[src/rtl/key_pkg.sv]
// Shared definitions for the push-button conditioner: channel FSM states, default timing, counter sizing helpers.
// Latency: none; declarations only.
// Backpressure: none.
package key_pkg;

   // Default timing, chosen for a 50 MHz board clock.
   localparam int DEF_N_KEYS          = 2;
   localparam int DEF_DEBOUNCE_CYCLES = 500000;    // 10 ms
   localparam int DEF_REPEAT_DELAY    = 25000000;  // 500 ms
   localparam int DEF_REPEAT_PERIOD   = 5000000;   // 100 ms

   // Per-channel debounce state.
   typedef enum logic [1:0] {
      ST_RELEASED     = 2'd0,
      ST_PRESS_WAIT   = 2'd1,
      ST_HELD         = 2'd2,
      ST_RELEASE_WAIT = 2'd3
   } key_state_t;

   // Bits needed to hold 0..max_val; never narrower than one bit.
   function automatic int cnt_width(input int max_val);
      return (max_val < 1) ? 1 : $clog2(max_val + 1);
   endfunction

   // Timing values below one cycle are treated as one cycle.
   function automatic int at_least_one(input int v);
      return (v < 1) ? 1 : v;
   endfunction

   function automatic int max2(input int a, input int b);
      return (a > b) ? a : b;
   endfunction

endpackage

[src/rtl/key_channel.sv]
// One push-button channel: 2-flop synchronizer, debounce FSM, auto-repeat timer.
// Latency: press/release pulse DEBOUNCE_CYCLES+2 cycles after a clean raw edge; pulses are registered.
// Backpressure: none; the raw pin is sampled every cycle and pulses are not held.
module key_channel
   import key_pkg::*;
#(
   parameter int DEBOUNCE_CYCLES = DEF_DEBOUNCE_CYCLES,
   parameter int REPEAT_DELAY    = DEF_REPEAT_DELAY,
   parameter int REPEAT_PERIOD   = DEF_REPEAT_PERIOD
) (
   input  logic clk,
   input  logic rst,
   input  logic key_n,
   input  logic repeat_en,
   output logic key_level,
   output logic key_press,
   output logic key_release,
   output logic key_repeat
);

   localparam int DB_TGT = at_least_one(DEBOUNCE_CYCLES);
   localparam int RD_TGT = at_least_one(REPEAT_DELAY);
   localparam int RP_TGT = at_least_one(REPEAT_PERIOD);
   localparam int RT_MAX = max2(RD_TGT, RP_TGT);

   localparam int DB_W = cnt_width(DB_TGT);
   localparam int RT_W = cnt_width(RT_MAX);

   localparam logic [DB_W-1:0] DB_ONE  = DB_W'(1);
   localparam logic [DB_W-1:0] DB_SAT  = DB_W'(DB_TGT);
   localparam logic [DB_W-1:0] DB_LAST = DB_W'(DB_TGT - 1);

   localparam logic [RT_W-1:0] RT_ONE  = RT_W'(1);
   localparam logic [RT_W-1:0] RT_SAT  = RT_W'(RT_MAX);
   localparam logic [RT_W-1:0] RD_LAST = RT_W'(RD_TGT - 1);
   localparam logic [RT_W-1:0] RP_LAST = RT_W'(RP_TGT - 1);

   // Synchronizer flops carry the raw active-low level.
   logic            sync_meta;
   logic            sync_q;
   logic            key_in;

   key_state_t      state;

   // db_cnt = number of consecutive samples already seen at the new level.
   logic [DB_W-1:0] db_cnt;
   logic [DB_W-1:0] db_inc;
   logic            db_done;

   // rpt_cnt = enabled held cycles since the last repeat event (or press).
   logic [RT_W-1:0] rpt_cnt;
   logic [RT_W-1:0] rpt_inc;
   logic [RT_W-1:0] rpt_last;
   logic            rpt_first;

   logic            held;
   logic            release_now;

   // Bring the asynchronous pin into the clk domain; reset parks it at "not pressed".
   always_ff @(posedge clk or posedge rst) begin
      if (rst) begin
         sync_meta <= 1'b1;
         sync_q    <= 1'b1;
      end else begin
         sync_meta <= key_n;
         sync_q    <= sync_meta;
      end
   end

   assign key_in = ~sync_q;

   // Counters stop at their ceiling instead of wrapping.
   assign db_inc  = (db_cnt == DB_SAT) ? db_cnt : db_cnt + DB_ONE;
   assign rpt_inc = (rpt_cnt == RT_SAT) ? rpt_cnt : rpt_cnt + RT_ONE;

   // The current sample completes a full stable run. db_cnt is zero in
   // RELEASED/HELD, so there this is only true for a one-cycle debounce.
   assign db_done = (db_cnt >= DB_LAST);

   assign held        = (state == ST_HELD) || (state == ST_RELEASE_WAIT);
   assign release_now = held && !key_in && db_done;
   assign rpt_last    = rpt_first ? RD_LAST : RP_LAST;

   // Debounce FSM; level and press/release pulses are registered here.
   always_ff @(posedge clk or posedge rst) begin
      if (rst) begin
         state       <= ST_RELEASED;
         db_cnt      <= '0;
         key_level   <= 1'b0;
         key_press   <= 1'b0;
         key_release <= 1'b0;
      end else begin
         key_press   <= 1'b0;
         key_release <= 1'b0;
         case (state)
            ST_RELEASED: begin
               db_cnt <= '0;
               if (key_in) begin
                  if (db_done) begin
                     state     <= ST_HELD;
                     key_level <= 1'b1;
                     key_press <= 1'b1;
                  end else begin
                     state  <= ST_PRESS_WAIT;
                     db_cnt <= DB_ONE;
                  end
               end
            end
            ST_PRESS_WAIT: begin
               if (!key_in) begin
                  // Bounce: start over from the released side.
                  state  <= ST_RELEASED;
                  db_cnt <= '0;
               end else if (db_done) begin
                  state     <= ST_HELD;
                  db_cnt    <= '0;
                  key_level <= 1'b1;
                  key_press <= 1'b1;
               end else begin
                  db_cnt <= db_inc;
               end
            end
            ST_HELD: begin
               db_cnt <= '0;
               if (!key_in) begin
                  if (db_done) begin
                     state       <= ST_RELEASED;
                     key_level   <= 1'b0;
                     key_release <= 1'b1;
                  end else begin
                     state  <= ST_RELEASE_WAIT;
                     db_cnt <= DB_ONE;
                  end
               end
            end
            ST_RELEASE_WAIT: begin
               if (key_in) begin
                  // Release glitch: back to HELD silently, repeat timer untouched.
                  state  <= ST_HELD;
                  db_cnt <= '0;
               end else if (db_done) begin
                  state       <= ST_RELEASED;
                  db_cnt      <= '0;
                  key_level   <= 1'b0;
                  key_release <= 1'b1;
               end else begin
                  db_cnt <= db_inc;
               end
            end
            default: begin
               state  <= ST_RELEASED;
               db_cnt <= '0;
            end
         endcase
      end
   end

   // Auto-repeat timer: runs only while held and enabled, first interval
   // REPEAT_DELAY then REPEAT_PERIOD; a release in the same cycle suppresses the tick.
   always_ff @(posedge clk or posedge rst) begin
      if (rst) begin
         rpt_cnt    <= '0;
         rpt_first  <= 1'b1;
         key_repeat <= 1'b0;
      end else begin
         key_repeat <= 1'b0;
         if (!held || !repeat_en) begin
            rpt_cnt   <= '0;
            rpt_first <= 1'b1;
         end else if (rpt_cnt >= rpt_last) begin
            rpt_cnt    <= '0;
            rpt_first  <= 1'b0;
            key_repeat <= !release_now;
         end else begin
            rpt_cnt <= rpt_inc;
         end
      end
   end

endmodule

[src/rtl/key_conditioner.sv]
// Conditions N_KEYS raw active-low push buttons into debounced levels, press/release pulses and auto-repeat ticks.
// Latency: DEBOUNCE_CYCLES+2 cycles from a clean raw edge to the registered press/release pulse.
// Backpressure: none; channels are independent and outputs are single-cycle pulses or levels.
module key_conditioner
   import key_pkg::*;
#(
   parameter int N_KEYS          = DEF_N_KEYS,
   parameter int DEBOUNCE_CYCLES = DEF_DEBOUNCE_CYCLES,
   parameter int REPEAT_DELAY    = DEF_REPEAT_DELAY,
   parameter int REPEAT_PERIOD   = DEF_REPEAT_PERIOD
) (
   input  logic              clk,
   input  logic              rst,
   input  logic [N_KEYS-1:0] key_n,
   input  logic              repeat_en,
   output logic [N_KEYS-1:0] key_level,
   output logic [N_KEYS-1:0] key_press,
   output logic [N_KEYS-1:0] key_release,
   output logic [N_KEYS-1:0] key_repeat,
   output logic              any_pressed
);

   // One fully independent channel per button; no arbitration between them.
   for (genvar g = 0; g < N_KEYS; g++) begin : g_chan
      key_channel #(
         .DEBOUNCE_CYCLES (DEBOUNCE_CYCLES),
         .REPEAT_DELAY    (REPEAT_DELAY),
         .REPEAT_PERIOD   (REPEAT_PERIOD)
      ) u_chan (
         .clk         (clk),
         .rst         (rst),
         .key_n       (key_n[g]),
         .repeat_en   (repeat_en),
         .key_level   (key_level[g]),
         .key_press   (key_press[g]),
         .key_release (key_release[g]),
         .key_repeat  (key_repeat[g])
      );
   end

   assign any_pressed = |key_level;

endmodule

[config.mk]
export PLATFORM = sky130hd
export DESIGN_NAME = key_conditioner
export DESIGN_NICKNAME = d
export VERILOG_FILES = /design/src/rtl/key_pkg.sv /design/src/rtl/key_channel.sv /design/src/rtl/key_conditioner.sv
export SDC_FILE = /design/constraint.sdc
export NUM_CORES = 1
export LEC_CHECK = 0
export BUFFER_PORTS_ARGS = -buffer_cell sky130_fd_sc_hd__buf_2
export CORE_MARGIN = 5
export CORE_UTILIZATION = 45
export CTS_BUF_LIST = sky130_fd_sc_hd__clkbuf_2
export CTS_CLUSTER_SIZE = 14
export DETAILED_ROUTE_END_ITERATION = 8
export HOLD_SLACK_MARGIN = 0.06
export PLACE_DENSITY = 0.62
export SKIP_LAST_GASP = 1
export SYNTH_ARGS = -nofsm -noshare
export SYNTH_HDL_FRONTEND = slang
export SYNTH_SLANG_ARGS = --single-unit
[constraint.sdc]
create_clock -name clk -period 3.5 [get_ports clk]
set_clock_uncertainty 0.1 [all_clocks]
set_input_delay 0.175 -clock clk [delete_from_list [all_inputs] [get_ports clk]]
set_output_delay 0.175 -clock clk [all_outputs]
set_load 0.05 [all_outputs]
---- Yosys cells after proc, flatten, opt, wreduce, memory -nomap -nowiden ----
Index checks and enable logic that the tools add are counted.
storage, ports and cells
  bits in read-only memories .............. 0
  memories ................................ 0
  word-level logic and storage cells ...... 152
  register bits ........................... 106
  RAM bits ................................ 0
  latch bits .............................. 0
cells by class
  muxes and demuxes ....................... 70
  divide/modulo/power cells ............... 0
  order comparisons ....................... 4
  reductions and logical operators ........ 26
  equal/unequal tests ..................... 28
  bitwise gates (word level) .............. 0
  add/subtract/negate cells ............... 4
  shift operators ......................... 0
  multiply operators ...................... 0
operator list
  kind                                                   count
  2-to-1 mux 19 bit                                      11
  2-to-1 mux 25 bit                                      8
  one-hot mux 19 bit (4 select lines)                    2
  adder 25 x 1 -> 25 bit, second input constant          2
  equality test 25 bit, second input constant            2
  >= comparator 25 bit                                   2
  adder 19 x 1 -> 19 bit, second input constant          2
  equality test 19 bit, second input constant            2
  >= comparator 19 bit, second input constant            2
  2-to-1 mux 2 bit                                       16
  2-to-1 mux 1 bit                                       29
  inequality test 2 x 1 -> 1 bit, second input constant  8
  one-hot mux 2 bit (4 select lines)                     2
  AND reduction 4 bit                                    4
  inequality test 3 bit, second input constant           4
  OR reduction 2 bit                                     5
  equality test 2 bit, second input constant             4
  inequality test 2 bit, second input constant           4
  inequality test 3 x 1 -> 1 bit, second input constant  2
  zero test 1 bit                                        5
  equality test 2 x 1 -> 1 bit, second input constant    2
  logical AND 1 bit                                      4
  zero test 2 bit                                        2
  logical OR 1 bit                                       4
  2 further kinds                                        4

---- Longest topological paths before layout ----
Gate-level depths: netlist of run 1.
  depth after elaboration ................. 7
  depth in mapped cells ................... 8

---- Modules after synthesis ----
From an unflattened synthesis of run 1, not the netlist that was laid out.
second synthesis, totals
  cell total of the unflattened synthesis .. 588
  area, all modules ....................... 5811.8 sq um
by module, submodules not included
  module                           seq. area each (sq um)  cells an instance  area each (sq um)  times used
  key_channel at g_chan[1].u_chan  1330.0                  291                2904.0             1
  key_channel at g_chan[0].u_chan  1330.0                  296                2901.5             1
  key_conditioner                  0.0                     1                  6.3                1

---- Worst setup path after synthesis of run 1 ----
OpenSTA, ideal clock, no wires.
  path kind ............................... register to register
  from .................................... register g_chan[0].u_chan.rpt_first
  to ...................................... register g_chan[0].u_chan.key_repeat
  data required time ...................... 3.335 ns
  arrival ................................. 2.214 ns
  period minus slack after synthesis ...... 2.380 ns
  stages on the path, launching flop included .. 8
  path slack .............................. 1.120 ns
  cell sequence ........................... dfstp_2 inv_1 ha_1 nand4_1 or3_1 a31oi_2 clkbuf_1 o211a_1
between the ends
  word-level cells in the longest chain between the ends .. 4
ends and longest elaborated chain
  element                 line                source
  start, declared         key_channel.sv:54   logic rpt_first;
  start signal, assigned  key_channel.sv:163  rpt_first <= 1'b1;
  start signal, assigned  key_channel.sv:169  rpt_first <= 1'b1;
  start signal, assigned  key_channel.sv:172  rpt_first <= 1'b0;
  2-to-1 mux 25 bit       key_channel.sv:82   assign rpt_last = rpt_first ? RD_LAST : RP_LAST;
  >= comparator 25 bit    key_channel.sv:170  end else if (rpt_cnt >= rpt_last) begin
  2-to-1 mux 1 bit        key_channel.sv:170
  2-to-1 mux 1 bit        key_channel.sv:167  if (!held || !repeat_en) begin
  end signal, assigned    key_channel.sv:173  key_repeat <= !release_now;
  end, declared           key_channel.sv:18   output logic key_repeat
Every way passes these cells.
A chain may end at the register's enable or synchronous reset.

---- Worst setup path after layout of run 1 ----
Ends and elaborated chain as after synthesis.

==> summary.txt, run 1 <==
Placed design
  – Detailed placement HPWL: a little over 8000 um
  – Placement Cell Area: between 6000 and 7000 um2
  – Gpl congestion: 0.834
  – Port bufs: 13
  – Cells after DPL: between 700 and 800

Synthesis
  – Seq/Total Area, Yosys: 0.442
  – Synthesized area per cell: roughly 9.6 um2
  – Asr flop ratio synth: 1.00
  – Top FF cell, synth: dfrtp_1
  – Flops & latches, synth: 106
  – Syn. warnings: 0
  – Synth cell count leaders: 100 x dfrtp_1, 62 x nor2_1, 50 x xnor2_1
  – Post-synth top area cell: dfrtp_1
  – Synth top area share: 0.416
  – EDFF count, synth: 0
  – Synthesized cell area: around 6000 um2
  – Mapped Cells: between 600 and 700
  – Syn_nets: 654
  – Area contributors post-synth: dfrtp_1 42%, xnor2_1 7.3%, ha_1 5.0%
  – Synth cell types: approximately 60
  – Top-count cell post-synth: dfrtp_1

Floorplanning
  – Ports: 14
  – Die height: roughly 130 um
  – Row cnt: between 40 and 50
  – Die area: 15800 um2
  – Die Wd: ~130 um
  – Initial core utilization: 0.456
  – Core ar.: 13200 um2

Detailed routing
  – DR WL met2: 5910 um
  – Total Wirelength: roughly 12000 um
  – 1st-iter DRT viols: around 350
  – Met3 WL post-DR: 335 um
  – Drt via density: between 5 and 6
  – DRC violation count after routing: 0
  – Top routing layer used: met4
  – Routed length per instance: approximately 15 um
  – Met1 Wirelength: roughly 5600 um
  – Drt first pass iters: 5
  – Antenna Violating Nets Remaining: 0
  – Vias: 4500

Power and ir drop
  – Leakage: between 2 and 3 nW
  – Psw: approximately 0.46 mW
  – Internal power: 1.57 mW
  – Clk pwr share: 0.359
  – PwrDens: approximately 320 nW/um2
  – Comb power frac: 0.027
  – VDD IR max: ~0.25 mV
  – Sw frac: 0.228
  – Register share of total power: 0.613

Timing
  – Final setup fails: 0
  – Count of pins over their slew limit: 0
  – Worst Max-Slew Pin Slew: between 800 and 900 ps
  – Max Clock Freq: 353 MHz
  – Hold Fails Final Rpt: 0
  – Final worst-path cycle share: 0.809
  – Unrepaired setup endpoints after global routing: no
  – Post-route minimum period: 2830 ps
  – Setup TNS: 0 ps
  – Hold_ws: about 250 ps
  – Slew margin rel.: 0.415

Outcome
  – Status: completed

GRT
  – Largest net degree at the start of global routing: 60
  – Initial antenna violation count: 0
  – Wire length of the first global-routing pass: roughly 21000 um
  – Number of global-route vias before repair: roughly 4.4k
  – Total GRT Usage: 0.158
  – Global route overflow: 0

Worst setup path
  – Reg2Reg Capture Point: g_chan[0].u_chan.key_repeat
  – Critical Path AT: around 3300 ps
  – Critical-path top delay cell: dfstp_2
  – Critical path buffers and inverters: 2
  – Worst reg2reg path depth: 7
  – CP startpoint kind: flip-flop
  – Worst-path maximum fanout: 16
  – Critical path cell sequence: inv_1, ha_1, nand4_1, or3_1, a31oi_2, buf_4, o211a_1
  – Endpoint class of the critical path: flip-flop
  – CP top delay family: compound AO/OA/AOI/OAI gates
  – R2r setup slk: approximately 670 ps
  – CP max stage delay: a little over 600 ps
  – Worst Path Required: a little under 4000 ps
  – Crit Path Class: flip-flop to flip-flop
  – R2r startpoint: g_chan[0].u_chan.rpt_first

Clock tree
  – TritonCTS Buffers: 9
  – Post-cts resize count: 0
  – Skew-Pair Late Insertion Delay: ~630 ps
  – CTS clk-pin slew, worst paths: about 280 ps
  – Clock buffer depth: 2
  – Post-cts hold buffer count: 7
  – Clk sink count: 106
  – H-Tree Depth: 3
  – CTS Root Cell: clkbuf_2
  – CTS tree: yes
  – Post-CTS Setup Repair Bufs: 0

Finish
  – Final Cell Area: 6390 um2
  – Diodes inserted: 0
  – Area grow syn2layout: 6.09%
  – Share of layout cells above drive strength 1: 0.0872
  – Post-layout nets: about 660
  – Final core occ: 0.484
  – Fin cells: 807

Min path
  – Hold endpoint: g_chan[1].u_chan.rpt_first
  – Worst hold stages: 3
  – Worst Min Path Start: repeat_en
  – Hold Path Class: input port to flip-flop

Job
  – Max Cap Viol: 0
cells in the final DEF (no fill, tap or decap), drive strengths merged, types with 10 or more instances in the layout:
| cell type | instances |
|---|---|
| ha | 24 |
| nand2 | 45 |
| nand3 | 37 |
| nor3 | 48 |
| xor2 | 32 |
| nand4 | 23 |
| dfrtp | 100 |
| inv | 26 |
| and4 | 12 |
| nor2 | 62 |
| nor4 | 15 |
| buf | 19 |
| xnor2 | 50 |
| a21oi | 10 |
| nor4b | 22 |
| clkbuf | 10 |
cell families after synthesis:
group	count (synthesis)	share of synthesized area
AO/OA/AOI/OAI	46	0.0580
XOR/XNOR	82	0.119
adder cells (fa/ha/maj)	24	0.0499
buffers and inverters	61	0.0488
flip-flops	106	0.442
multiplexers	3	0.00499
AND/OR/NAND/NOR	303	0.277
state kept, by name, indices dropped and copies added (netlist names):
register	cells
g_chan.u_chan.db_cnt	38
g_chan.u_chan.key_level	2
g_chan.u_chan.key_press	2
g_chan.u_chan.key_release	2
g_chan.u_chan.key_repeat	2
g_chan.u_chan.rpt_cnt	50
g_chan.u_chan.rpt_first	2
g_chan.u_chan.state	4
g_chan.u_chan.sync_meta	2
g_chan.u_chan.sync_q	2
area by class of cell:
type                    instances  area, um2
inverters                      25       96.3
fillers                      1246       6800
multi-input cells             458       3070
clock inverters                 6        114
repair buffers                 26        180
well taps                     176        220
clock buffers                  10       50.0
flip-flops and latches        106       2660
per-layer routing:
layer / GRT usage / vias to the layer above
met5: 0 / -
met4: 0.0466 / 0
met3: 0.0351 / 15
met2: 0.269 / 62
met1: 0.201 / 2226
li1: - / 2197
worst reg2reg max path, delay by kind of cell, from the launching register on:
kind                       cells  cell delay (ps)
AOI/OAI and AO/OA              2              740
adders and majority gates      1              340
and+or+nand+nor                2              540
DFF                            1              610
buffers and inverters          2              470
power groups by stage:
stage	logic, mW	clock network, mW	registers, mW
CTS	0.0578	0.759	1.24
finish	0.0552	0.729	1.24
global route	0.0657	0.806	1.25
global placement	0.0506	0	1.26
floorplan	0.0391	0	1.26
detailed placement	0.0520	0	1.26
worst max path at each step:
stage                               startpoint                           end  slack (ps)  cells after the start
floorplan                                  rst    g_chan[0].u_chan.db_cnt[0]         450                      1
global placement    g_chan[0].u_chan.rpt_first   g_chan[0].u_chan.key_repeat         860                      7
detailed placement  g_chan[0].u_chan.rpt_first  g_chan[0].u_chan.rpt_cnt[17]         760                      7
CTS                 g_chan[0].u_chan.rpt_first   g_chan[0].u_chan.key_repeat         740                      7
global route        g_chan[0].u_chan.rpt_first   g_chan[0].u_chan.key_repeat         570                      7
finish              g_chan[0].u_chan.rpt_first   g_chan[0].u_chan.key_repeat         670                      7
per-stage QoR:
stage,total power [mW],worst slack (ps)
5_1_grt,2.12,566
6_report,2.03,668
2_1_floorplan,1.30,446
3_5_place_dp,1.32,763
4_1_cts,2.06,735
3_3_place_gp,1.31,861
No activity file was read; power rests on OpenSTA's default activity.
==> run 2, diff against run 1 <==
--- a/config.mk
+++ b/config.mk
@@ -5,6 +5,7 @@
 export SDC_FILE = /design/constraint.sdc
 export NUM_CORES = 1
 export LEC_CHECK = 0
+export ABC_AREA = 1
 export BUFFER_PORTS_ARGS = -buffer_cell sky130_fd_sc_hd__buf_2
 export CORE_MARGIN = 5
 export CORE_UTILIZATION = 45
@@ -12,7 +13,7 @@
 export CTS_CLUSTER_SIZE = 14
 export DETAILED_ROUTE_END_ITERATION = 8
 export HOLD_SLACK_MARGIN = 0.06
-export PLACE_DENSITY = 0.62
+export PLACE_DENSITY = 0.64
 export SKIP_LAST_GASP = 1
 export SYNTH_ARGS = -nofsm -noshare
 export SYNTH_HDL_FRONTEND = slang
==> constraint.sdc (replaced) <==
create_clock -name clk -period 2.4 [get_ports clk]
set_clock_uncertainty 0.1 [all_clocks]
set_input_delay 0.12 -clock clk [delete_from_list [all_inputs] [get_ports clk]]
set_output_delay 0.12 -clock clk [all_outputs]
set_load 0.05 [all_outputs]
==> run 2 against run 1 <==
Largest power group unchanged. Sequential cell count stayed put. Largest cell class unchanged. Area after synthesis up 12%. Die area up 11%. Sequential power grew 47%. Cell area is 12% higher. Critical path depth grew 5. Register-to-register slack worse by 430 ps. Critical endpoint is now g_chan[0].u_chan.rpt_cnt[24]. Critical path type unchanged.
==> summary.txt, run 2 <==
Floorplanning
  – Core ar.: 14600 um2
  – Ports: 14
  – Row cnt: 44
  – Initial core utilization: 0.460
  – Die area: ~17000 um2
  – Die Wd: roughly 130 um
  – Die height: ~130 um

Worst setup path
  – Endpoint class of the critical path: flip-flop
  – Crit Path Class: flip-flop to flip-flop
  – Worst Path Required: roughly 2900 ps
  – Worst-path maximum fanout: 20
  – Critical Path AT: about 2600 ps
  – CP startpoint kind: flip-flop

Power and ir drop
  – Post-route total power: between 2 and 3 mW
  – VDD IR max: 0.265 mV
  – Leakage: ~3.3 nW
  – PwrDens: 395 nW/um2

Clock tree
  – Clock buffer depth: 2
  – Skew-Pair Late Insertion Delay: roughly 650 ps
  – CTS clk-pin slew, worst paths: roughly 300 ps
  – Clk sink count: about 110
  – H-Tree Depth: 3
  – CTS tree: yes
  – TritonCTS Buffers: 9
  – CTS Root Cell: clkbuf_2

GRT
  – Global route overflow: 0
  – Number of global-route vias before repair: roughly 5.3k
  – Wire length of the first global-routing pass: between 20000 and 25000 um
  – Initial antenna violation count: 1
  – Total GRT Usage: 0.167
  – Largest net degree at the start of global routing: 84

Synthesis
  – Flops & latches, synth: between 100 and 150
  – Asr flop ratio synth: 1.00
  – Post-synth top area cell: dfrtp_1
  – Synth cell count leaders: 215 x nand2_1, 193 x nor2_1, 124 x inv_1
  – Area contributors post-synth: dfrtp_1 37%, nand2_1 12%, nor2_1 11%
  – Top FF cell, synth: dfrtp_1
  – Synth top area share: 0.373
  – Syn_nets: 951
  – Top-count cell post-synth: nand2_1
  – Synthesized area per cell: roughly 7.3 um2
  – Synth cell types: 30
  – Mapped Cells: just over 900
  – Seq/Total Area, Yosys: 0.396
  – Syn. warnings: 0
  – EDFF count, synth: 0
  – Synthesized cell area: 6720 um2

Detailed routing
  – DRC violation count after routing: 0
  – Routed length per instance: 12.4 um
  – 1st-iter DRT viols: between 400 and 500
  – Antenna Violating Nets Remaining: 0
  – Drt first pass iters: 5
  – Drt via density: 4.94
  – Total Wirelength: around 14000 um
  – Vias: 5601

Timing
  – Setup TNS: 0 ps
  – Final setup fails: 0
  – Slew margin rel.: 0.619
  – Final worst-path cycle share: 0.899
  – Count of pins over their slew limit: 0
  – Hold Fails Final Rpt: 0
  – Max Clock Freq: 463 MHz
  – Post-route minimum period: 2160 ps
  – Unrepaired setup endpoints after global routing: no
  – Worst Max-Slew Pin Slew: 571 ps

Finish
  – Register with the most flip-flops: g_chan.u_chan.rpt_cnt
  – Area grow syn2layout: 6.74%
  – Top Registers: g_chan.u_chan.rpt_cnt (50), g_chan.u_chan.db_cnt (38), g_chan.u_chan.state (4)
  – Final Cell Area: 7170 um2
  – Commonest cells after routing, fill and taps aside: 215 x nand2_1, 192 x nor2_1, 123 x inv_1
  – Share of layout cells above drive strength 1: 0.0780
  – Post-layout nets: 973
  – Filler cells: 1434
  – Commonest non-fill, non-tap cell in the layout: nand2_1
  – Max reg flops: 50

Min path
  – Hold Path Class: input port to flip-flop

Job
  – Max Cap Viol: 0

Placed design
  – Gpl congestion: approximately 0.9
  – Placement Cell Area: just under 7000 um2
  – Detailed placement HPWL: between 10000 and 15000 um
  – Port bufs: 13

Outcome
  – Status: completed
run 2: changes by cell type after synthesis, moves of 19 or more:
cell      change
clkbuf_1     -19
inv_1        +99
nand2_1     +170
nor2_1      +131
nor3_1       -23
nor4b_1      -22
xnor2_1      -37
xor2_1       +24
run 2: metrics by stage:
stage / cells / utilization / hold WS [ps] / worst slack (ps)
after floorplan: 922 / - / 24.5 / 431
after global placement: 1109 / 0.477 / 99.9 / 264
after detailed placement: 1109 / 0.477 / 110 / 192
after CTS: 1132 / 0.490 / 135 / 158
after global routing: 1134 / 0.492 / 170 / 20.1
final: 1134 / 0.492 / 184 / 242
run 2: metal layers:
layer / wire length, um / GRT usage / vias up / share of wire
li1: - / - / 2897 / -
met1: 6970 / 0.237 / 2571 / 0.49
met2: 6370 / 0.262 / 118 / 0.45
met3: 558 / 0.0309 / 15 / 0.040
met4: 175 / 0.0481 / 0 / 0.012
met5: 0 / 0 / - / 0
run 2: power by group:
part | switching (mW) | internal (mW)
clock network | 0.663 | 0.263
logic | 0.0635 | 0.0261
registers | 0.0104 | 1.80
total | 0.737 | 2.09
run 2: final cells by class:
cell class,instances,area (um2),area share
well taps,184,230,0.0321
clock inverters,7,83.8,0.0117
diodes,1,2.50,0.000349
clock buffers,9,45.0,0.00628
multi-input cells,673,3460,0.482
inverters,128,484,0.0675
flip-flops and latches,106,2660,0.371
repair buffers,26,205,0.0286
run 2: path summary, 6_finish.rpt:
path,start,endpoint,slack (ps),cells after the start
hold reg to reg,g_chan[1].u_chan.sync_meta,g_chan[1].u_chan.sync_q,280,0
hold / removal,repeat_en,g_chan[1].u_chan.rpt_cnt[18],180,4
setup / recovery,g_chan[0].u_chan.rpt_first,g_chan[0].u_chan.rpt_cnt[24],240,12
max in group asynchronous,rst,g_chan[1].u_chan.sync_q,890,5
setup reg to reg,g_chan[0].u_chan.rpt_first,g_chan[0].u_chan.rpt_cnt[24],240,12
min in group asynchronous,rst,g_chan[1].u_chan.rpt_cnt[20],490,4
run 2: cells by family after synthesis:
logic type / Yosys count / share of synthesized area
AND/OR/NAND/NOR: 547 / 0.354
AO/OA/AOI/OAI: 33 / 0.0253
adder cells (fa/ha/maj): 24 / 0.0447
flip-flops: 106 / 0.396
buffers and inverters: 143 / 0.0901
XOR/XNOR: 69 / 0.0900
run 2: critical path: stages, from the launching register on:
cell     delay (ps)
dfstp_2         600
inv_1           120
ha_1            330
nand2_1          50
nor2_1          130
nand2_1         110
nor2_2          150
nand2_1          60
nand2_1         100
nor2_4           60
nand2_2          70
buf_12          150
nor2_1           50
run 2: timing repair:
item	in CTS	in global routing
gates resized for setup	0	2
endpoints found under the hold margin	157	0
endpoints found under the setup margin	0	13
hold buffers	7	0
setup buffers	0	1
